===== src/rtl/ethpipe_rx_slot_ctrl.sv =====
// RX frame slot ring scheduler: arms the GMII receiver, records frame descriptors, hands slots to the host.
// Optional ETHPIPE_RX_STATS_EN adds frame/byte/stall counters.
module ethpipe_rx_slot_ctrl #(
  parameter int SLOT_BITS = 2,
  parameter int LEN_W     = 12,
  parameter int MIN_GAP   = 4
) (
  input  logic                 pci_clk,
  input  logic                 sys_rst,
  input  logic                 rx_complete,
  input  logic [LEN_W-1:0]     rx_frame_len,
  input  logic [63:0]          rx_timestamp,
  output logic                 rx_empty,
  output logic [SLOT_BITS-1:0] rx_wr_slot,
  output logic                 host_valid,
  output logic [SLOT_BITS-1:0] host_rd_slot,
  output logic [LEN_W-1:0]     host_frame_len,
  output logic [63:0]          host_timestamp,
  input  logic                 host_release,
  output logic [SLOT_BITS:0]   slot_count,
`ifdef ETHPIPE_RX_STATS_EN
  output logic [31:0]          stat_frames,
  output logic [47:0]          stat_bytes,
  output logic [31:0]          stat_stall,
`endif
  output logic                 proto_err
);

  localparam int SLOTS = 1 << SLOT_BITS;
  localparam int GW = (MIN_GAP > 2) ? $clog2(MIN_GAP) : 1;
  localparam logic [SLOT_BITS:0] FULL = (SLOT_BITS + 1)'(SLOTS);
  localparam logic [GW-1:0] GAP_LAST = GW'(MIN_GAP - 1);

  typedef enum logic [1:0] {
    GAP,
    ARMED,
    COMMIT,
    WAIT_FREE
  } state_t;

  state_t               state;
  logic [GW-1:0]        gap_cnt;
  logic [SLOT_BITS-1:0] wr_ptr;
  logic [SLOT_BITS-1:0] rd_ptr;
  logic [LEN_W-1:0]     hold_len;
  logic [63:0]          hold_ts;
  logic [LEN_W-1:0]     desc_len [SLOTS];
  logic [63:0]          desc_ts  [SLOTS];

  logic                 commit;
  logic                 release_ok;
  logic [SLOT_BITS:0]   count_next;
  logic                 has_room;

  assign rx_wr_slot     = wr_ptr;
  assign host_rd_slot   = rd_ptr;
  assign host_frame_len = desc_len[rd_ptr];
  assign host_timestamp = desc_ts[rd_ptr];
  assign host_valid     = (slot_count != '0);

  // Room is judged on the post-release count so a free slot re-arms at once.
  always_comb begin
    commit     = (state == COMMIT);
    release_ok = host_release && (slot_count != '0);
    count_next = slot_count;
    if (commit && !release_ok)
      count_next = slot_count + (SLOT_BITS + 1)'(1);
    else if (!commit && release_ok)
      count_next = slot_count - (SLOT_BITS + 1)'(1);
    has_room = (count_next < FULL);
  end

  always_ff @(posedge pci_clk or posedge sys_rst) begin
    if (sys_rst) begin
      state      <= GAP;
      gap_cnt    <= '0;
      wr_ptr     <= '0;
      rd_ptr     <= '0;
      slot_count <= '0;
      hold_len   <= '0;
      hold_ts    <= '0;
      rx_empty   <= 1'b0;
      proto_err  <= 1'b0;
      for (int i = 0; i < SLOTS; i++) begin
        desc_len[i] <= '0;
        desc_ts[i]  <= '0;
      end
`ifdef ETHPIPE_RX_STATS_EN
      stat_frames <= '0;
      stat_bytes  <= '0;
      stat_stall  <= '0;
`endif
    end else begin
      if (host_release && (slot_count == '0))
        proto_err <= 1'b1;
      if (rx_complete && (state != ARMED))
        proto_err <= 1'b1;

      slot_count <= count_next;
      if (release_ok)
        rd_ptr <= rd_ptr + SLOT_BITS'(1);

      unique case (state)
        ARMED: begin
          if (rx_complete) begin
            hold_len <= rx_frame_len;
            hold_ts  <= rx_timestamp;
            rx_empty <= 1'b0;
            state    <= COMMIT;
          end
        end
        COMMIT: begin
          desc_len[wr_ptr] <= hold_len;
          desc_ts[wr_ptr]  <= hold_ts;
          wr_ptr  <= wr_ptr + SLOT_BITS'(1);
          gap_cnt <= '0;
          state   <= GAP;
`ifdef ETHPIPE_RX_STATS_EN
          stat_frames <= stat_frames + 32'd1;
          stat_bytes  <= stat_bytes + 48'(hold_len);
`endif
        end
        GAP: begin
          if (gap_cnt == GAP_LAST) begin
            if (has_room) begin
              rx_empty <= 1'b1;
              state    <= ARMED;
            end else begin
              state <= WAIT_FREE;
            end
          end else begin
            gap_cnt <= gap_cnt + GW'(1);
          end
        end
        WAIT_FREE: begin
`ifdef ETHPIPE_RX_STATS_EN
          stat_stall <= stat_stall + 32'd1;
`endif
          if (has_room) begin
            rx_empty <= 1'b1;
            state    <= ARMED;
          end
        end
        default: state <= GAP;
      endcase
    end
  end

endmodule


===== config.mk =====
export PLATFORM = sky130hd
export DESIGN_NAME = ethpipe_rx_slot_ctrl
export DESIGN_NICKNAME = d
export VERILOG_FILES = /design/src/rtl/ethpipe_rx_slot_ctrl.sv
export SDC_FILE = /design/constraint.sdc
export NUM_CORES = 1
export LEC_CHECK = 0
export CAP_MARGIN = 25
export CORE_ASPECT_RATIO = 0.9
export CORE_MARGIN = 5
export CORE_UTILIZATION = 52
export CTS_CLUSTER_SIZE = 10
export DETAILED_ROUTE_END_ITERATION = 10
export GPL_ROUTABILITY_DRIVEN = 1
export PLACE_DENSITY = 0.76
export REMOVE_ABC_BUFFERS = 1
export SYNTH_ARGS = -nofsm -noshare
export SYNTH_HDL_FRONTEND = slang
export SYNTH_SLANG_ARGS = --single-unit

===== constraint.sdc =====
create_clock -name pci_clk -period 13.6 [get_ports pci_clk]
set_input_delay 2.72 -clock pci_clk [delete_from_list [all_inputs] [get_ports pci_clk]]
set_output_delay 2.72 -clock pci_clk [all_outputs]
set_load 0.05 [all_outputs]

* Word-level counts from Yosys, hierarchy flattened
Index checks and enable logic that the tools add are counted.
Word-level totals: bits of input ports 80, output and inout bits 86, flip-flop bits (word level) 393
Cells by class: reductions and logical operators 18, order comparisons 4, muxes and demuxes 27, add/subtract/negate cells 5, equal/unequal tests 9, bitwise logic cells 2
Operators with widths (count):
- 256-bit bitwise mux | 1
- 64-bit 2-to-1 mux | 3
- 64-bit binary-select mux with 2-bit select | 1
- 64-bit demux with 2-bit select | 1
- 48-bit bitwise mux | 1
- 12-bit 2-to-1 mux | 3
- 12-bit binary-select mux with 2-bit select | 1
- 12-bit demux with 2-bit select | 1
- 2-bit 2-to-1 mux | 5
- 2-bit inequality test (second input constant) | 4
- 2-bit one-hot mux with 4 select lines | 1
- 2-bit by 1-bit adder with 2-bit output (second input constant) | 3
- 2-bit == test (second input constant) | 3
- 3-bit greater-or-equal comparator (second input constant) | 2
- 1-bit logical AND | 6
- 3-bit 2-to-1 mux | 2
- 2-bit NOT with 3-bit output | 2
- 3-bit AND reduction | 2
- 3-bit nonzero test | 2
- 1-bit 2-to-1 mux | 5
- 2-bit one-hot mux with 2 select lines | 1
- 2-bit AND reduction | 2
- 2-bit nonzero test | 2
- 3-bit by 1-bit adder with 3-bit output (second input constant) | 1
- 9 further kinds | 10

* Longest topological paths before layout
word-level depth 9, mapped depth 10, depth with buffers taken out 10

* Least setup slack after synthesis
OpenSTA, ideal clock, no wires.
path kind register to output, start point register rd_ptr[1], in the netlist host_rd_slot[1], end point output host_timestamp[10], path slack 9.130 ns, cell stages (with the launch flop) 4, path buffers 2, data arrival time 1.750 ns, data required time 10.880 ns, cell sequence dfrtp_1 -> buf_2 -> buf_4 -> mux4_2
Between the ends: longest elaborated chain between the ends 4
Ends and longest elaborated chain:
- start: declaration | RTL line 44 | logic [SLOT_BITS-1:0] rd_ptr;
- start signal: assignment | RTL line 101 | rd_ptr <= rd_ptr + SLOT_BITS'(1);
- 2-bit NOT with 3-bit output (implied by the code) | RTL line 58 | assign host_timestamp = desc_ts[rd_ptr];
- 64-bit binary-select mux with 2-bit select | RTL line 58
- 64-bit 2-to-1 mux (implied by the code) (2 in a row) | RTL line 58
- end: declaration | RTL line 18 | output logic [63:0] host_timestamp,
Every way passes these cells. The select of a mux whose other input is x is not followed.

* Final worst setup path
start point register rd_ptr[0], in the netlist host_rd_slot[0], end point output host_frame_len[7]
Between the ends: longest elaborated chain between the ends 4
Ends and longest elaborated chain:
- 2-bit NOT with 3-bit output (implied by the code) | RTL line 57 | assign host_frame_len = desc_len[rd_ptr];
- 12-bit binary-select mux with 2-bit select | RTL line 57
- 12-bit 2-to-1 mux (implied by the code) (2 in a row) | RTL line 57
- end: declaration | RTL line 17 | output logic [LEN_W-1:0] host_frame_len,
Every way passes these cells. The select of a mux whose other input is x is not followed.

==> out/summary.txt <==
Worst Max-Slew Pin Slew = 0.920 ns
Clock Tree Buf Depth = 3
placer congestion estimate = 0.698
Hold Crit Depth = 1
Synth area leader = dfrtp_1
status = finished, final reports clean
CTS Sinks = 393
clk_lat worst skew = 0.54 ns
Primary FF master, synth = dfrtp_1
Top Ports = 166
clock slew seen by the registers of the worst setup and hold paths = 0.05 ns
asr flop ratio synth = 100%
first-pass GRT wire length = 57400 um
placed cell area = 19100 um^2
CP Class = reg2out
Synth Cell Area = 17200 um^2
# hold bufs at CTS = 0
area of the core = 32800 um^2
cells along the critical path = buf_4 -> mux4_2 -> clkdlybuf4s50_1
synth top area cells = dfrtp_1, mux2_2, mux2_4
vias per cell = 5.68
Post-CTS Resized = 0
Ant. Diodes = 0
Initial Utilization = 52.4%
grt peak-use layer = met2
Gate Count Post-Synth = 977
CTS H-tree depth = 2
layout cells sized above 1 = 45.9%
Remaining DRCs = 0
met2 Usage GRT = 30.7%
max-slew violations = 0
Max FO, Critical Path = 43
gr ovfl total = 0
Design Area, Final = 20300 um^2
Synth warnings = 0
endpoints failing setup = 0
clock root cell = clkbuf_16
worst reg2reg path depth = 5
vias in the first global route = 10000
largest net degree at the start of global routing = 159
WP data arrival = 3.66 ns
Global Route met1 Usage = 28.5%
skew final = 0.0114 ns
die area = 36800 um^2
slowest cell on the critical path = dfrtp_4
worst path required time = 10.88 ns
Buf/Inv on CP = 2
Post-synth EDFFs = 0
CTS tree = built
GR Layer Usage met3 = 3.93%
layout net count = 1236
CP endpoint kind = output port
I/O Buffers = 165
RSZ-0062 raised after global routing = false
final core occ = 62.0%
die height = 182 um
syn avg cell area = 17.6 um^2
detailed router's first-iteration violation count = 370
Synth top area share = 57.2%
distinct cell type count after synthesis = 30
CTS buffer count = 45
Max Freq = 0.157 GHz
DR vias = 8930
CP Launch Type = flop
hpwl dp = 20400 um
number of max-cap violations = 0
final period utilization = 46.9%
die width = 202 um
Crit path largest cell delay = 0.92 ns
Seq/Total Area, Yosys = 57.2%
DRT antenna net count = 0
Rows = 63
synthesized flop and latch total = 393
Crit path max-delay family = buffers and inverters
relative slew slack = 38.6%
WP depth = 3
setup bufs post-CTS = 0
initial antenna violation count = 2
gr usage total = 19.4%
routed len/inst = 22.3 um
Routed Wire Length = 35000 um
Hold Crit Class = reg2reg
DRT Pass-1 Iters = 4
Fin. Hold Viols = 0
Area growth, synth to finish = 18.3%
Min Clock Period, post-route = 6.38 ns
[area by class of cell]
class | instances | area (um^2)
well taps | 422 | 528
multi-input cells | 513 | 6920
clock buffers | 52 | 1190
flip-flops and latches | 393 | 9840
repair buffers | 177 | 1790
inverters | 12 | 52.6
fillers | 2459 | 12400
clock inverters | 2 | 13.8
[metal layers]
layer | part of all wire [%] | vias to the layer above
li1 | - | 3925
met1 | 46 | 4797
met2 | 48 | 156
met3 | 4.0 | 48
met4 | 1.4 | 4
met5 | 0.060 | -
[cells in the final DEF (no fill, tap or decap), types with 4 or more instances in the layout]
cell type        count
mux4_2              76
mux2_4             120
clkdlybuf4s50_1    165
o21ai_0              5
inv_1               11
nor2_1               4
ha_1                14
clkbuf_1             5
clkbuf_16           47
dfrtp_1            391
mux2_2             260
buf_4                9
nand2_1              6
nand2_4              5
[path summary, 6_finish.rpt]
path	start	end	slack, ns
max reg2reg	state[0]$_DFFE_PP0P_	desc_ts[252]$_DFFE_PP0P_	10.70
min	desc_len[17]$_DFFE_PP0P_	desc_len[17]$_DFFE_PP0P_	0.50
max in group asynchronous	sys_rst	host_rd_slot[1]$_DFFE_PP0P_	8.98
max	host_rd_slot[0]$_DFFE_PP0P_	host_frame_len[7]	7.22
min reg2reg	desc_len[17]$_DFFE_PP0P_	desc_len[17]$_DFFE_PP0P_	0.50
min in group asynchronous	sys_rst	hold_ts[36]$_DFFE_PP0P_	2.67
[flip-flops by register name (all words and copies together), names as in the netlist]
signal        count
state             2
slot_count        3
rx_empty          1
hold_len         12
proto_err         1
gap_cnt           2
desc_ts         256
host_rd_slot      2
rx_wr_slot        2
desc_len         48
hold_ts          64
[cell usage after synthesis, types with 2 or more instances]
library cell	count
dfrtp_1	393
mux2_2	260
mux2_4	120
mux4_2	76
buf_2	30
buf_6	15
buf_4	14
ha_1	14
inv_1	12
nand2_1	8
o21ai_0	5
nor2_1	4
a21oi_1	3
nand2_2	3
a2bb2oi_1	2
mux2i_1	2
xnor2_1	2
xor2_1	2
[metrics by stage]
step	hold WS [ns]	TNS, ns	setup slack [ns]	cells
after floorplan	0.474	-18.06	-0.0460	918
after global placement	0.482	0	7.73	1515
after detailed placement	0.488	0	7.70	1515
after CTS	0.499	0	7.12	1569
after global routing	0.506	0	7.01	1571
final	0.498	0	7.22	1571
[kinds of logic after synthesis]
logic type                 synth area share, %
buffers and inverters                     2.73
muxes                                     37.6
AOI/OAI and AO/OA                        0.611
adders and majority gates                 1.02
DFF                                       57.2
xor gates and xnor gates                 0.204
and+or+nand+nor                          0.648
Power is left out: the tool's default activity adds up to more than one toggle a clock period on the data nets, which glitch-free logic cannot reach.
==> variant: new RTL, same flow settings <==
Reset style: synchronous (`sys_rst`), changed in one clocked block.
--- a/src/rtl/ethpipe_rx_slot_ctrl.sv
+++ b/src/rtl/ethpipe_rx_slot_ctrl.sv
@@ -72,3 +72,3 @@
 
-  always_ff @(posedge pci_clk or posedge sys_rst) begin
+  always_ff @(posedge pci_clk) begin
     if (sys_rst) begin
Behaviour: differs if sys_rst is asserted again (counterexample within 4 cycles, from zero or initial values and one cycle with sys_rst high); with sys_rst held inactive, the same outputs for 4 cycles.
==> variant against the unedited design <==
- count of clock-buffer cells in the layout up 27
- final area down 4.2%
- clock skew up 7.0 ps
- maximum frequency up 1.7%
- routed wire length up 6.4%
- area after synthesis down 6.4%
- worst setup slack better by 100 ps
- sequential cell count up 2
- critical endpoint is now host_frame_len[4]
- highest routed layer is now met4
==> variant: results (changes against the unedited design) <==
** Outcome
- Run status :: complete, no violations

** Global route
- The overall fraction of global-route tracks in use came to 0.2148 (+0.02063).
- Maximum number of pins on one net before global-route repair :: 78 (-51%)
- Number of antenna violations at the first check in global routing :: 0 (-2)
- Vias in the first global route :: 10,190 (+1.6%)

** Synth
- Register area share after synthesis :: 0.6805 (+0.1085)
- EDFF count, synth :: 304 (+304)
- In the post-synthesis netlist, the biggest area contributors are sky130_fd_sc_hd__edfxtp_1 57%, sky130_fd_sc_hd__dfxtp_1 11%, sky130_fd_sc_hd__mux4_2 11%.
- Proportion of register bits with asynchronous set or reset after synthesis :: 0 (-1.000)
- Ys flop type :: sky130_fd_sc_hd__edfxtp_1
- Counting instances in the post-synthesis netlist gives the leading cell types as 304 x sky130_fd_sc_hd__edfxtp_1, 232 x sky130_fd_sc_hd__nand2_1, 162 x sky130_fd_sc_hd__nor2_1.

** Worst hold path
- Cells on Worst Hold Path :: 2 (+1)
- The path with the worst hold slack has its endpoint at hold_ts[61]$_SDFFE_PP0P_.
- The worst hold path begins at hold_ts[61]$_SDFFE_PP0P_.

** Cells and area
- Number of nets in the finished design :: 1,473 (+19%)
- Layout cells sized above 1 :: 0.1108 (-0.3479)
- The number of filler cells placed in the layout was 2,298 (-6.5%).

** Placed design
- The placed wire-length estimate after detailed placement came to 21,090 um (+3.2%).
- The final weighted congestion of routability-driven global placement was 0.7864 (+13%).

** Route
- The first-iteration detailed-routing DRC count is 796 (+120%).
- The ratio of routed vias to standard cells came to 5.383 (-5.3%).
- The average detailed-routed wire length per instance came to 20.37 um (-8.4%).

** Timing
- Worst Skew :: 18.43 ps (+7.031 ps)
- Slew at the pin closest to its max-slew limit :: 1027 ps (+106.7 ps)

** Critical path
- The largest driver fanout on the critical path is 39 (-9.3%).
- Origin of the critical flop-to-flop path :: state[0]$_SDFFE_PP0P_
- The worst endpoint data arrival time came to 3560 ps (-100 ps).
variant: cells by family (layout without fill, tap and decap cells):
group | count (synthesis) | count (layout) | synth area share
and+or+nand+nor | 487 | 487 | 0.1302
xor gates and xnor gates | 4 | 4 | 0.002178
DFF | 395 | 395 | 0.6805
adders and majority gates | 10 | 10 | 0.007775
muxes | 77 | 77 | 0.1070
buffers and inverters | 163 | 347 | 0.04020
AOI/OAI and AO/OA | 97 | 97 | 0.03211
variant: metrics by stage:
| step | std cells | area, sq um | hold slack [ps] |
|---|---|---|---|
| after detailed placement | 1742 | 18100 | 456.8 |
| after CTS | 1823 | 19420 | 464.7 |
| after global placement | 1742 | 18100 | 452.3 |
| after floorplan | 1156 | 15770 | 438.9 |
| after global routing | 1826 | 19500 | 481.5 |
| final | 1826 | 19500 | 464.1 |
variant: power groups by stage:
stage	sequential, mW	clock, mW	combinational (mW)
after floorplan	1.52	0	0.592
after global placement	1.50	0	0.938
after detailed placement	1.50	0	0.949
after CTS	1.48	1.11	0.952
after global routing	1.49	1.16	1.00
final	1.47	1.09	0.952
variant: per-layer routing:
metal | vias to the layer above | global-route usage | wire length, um
met4 | 0 | 0.04043 | 461
met5 | - | 0 | 0
met1 | 4799 | 0.3017 | 15480
met2 | 420 | 0.3548 | 17860
li1 | 4571 | - | -
met3 | 39 | 0.04644 | 3394
variant: worst max path at each step:
stage              from                 end  slack, ps  cells past startpoint
2_1_floorplan  register   host_frame_len[0]       6860                      1
3_3_place_gp   register   host_frame_len[4]       7830                      3
3_5_place_dp   register   host_frame_len[4]       7770                      3
4_1_cts        register   host_frame_len[4]       7210                      3
5_1_grt        register  host_timestamp[17]       7030                      3
6_report       register   host_frame_len[4]       7320                      3
variant: worst max-delay path, stage by stage (launching register included):
cell                              delay [ps]
sky130_fd_sc_hd__dfxtp_4                 860
sky130_fd_sc_hd__buf_4                   760
sky130_fd_sc_hd__mux4_2                  650
sky130_fd_sc_hd__clkdlybuf4s50_1         730
variant: cell type report:
type                            count  area [sq um]  area share
Timing Repair Buffer              180          1822     0.09343
Clock inverter                      2         12.51   0.0006417
Sequential cell                   395         10960      0.5620
Tap cell                          409         511.7     0.02624
Inverter                           86         322.8     0.01656
Multi-Input combinational cell    675          4566      0.2342
Clock buffer                       79          1306     0.06699
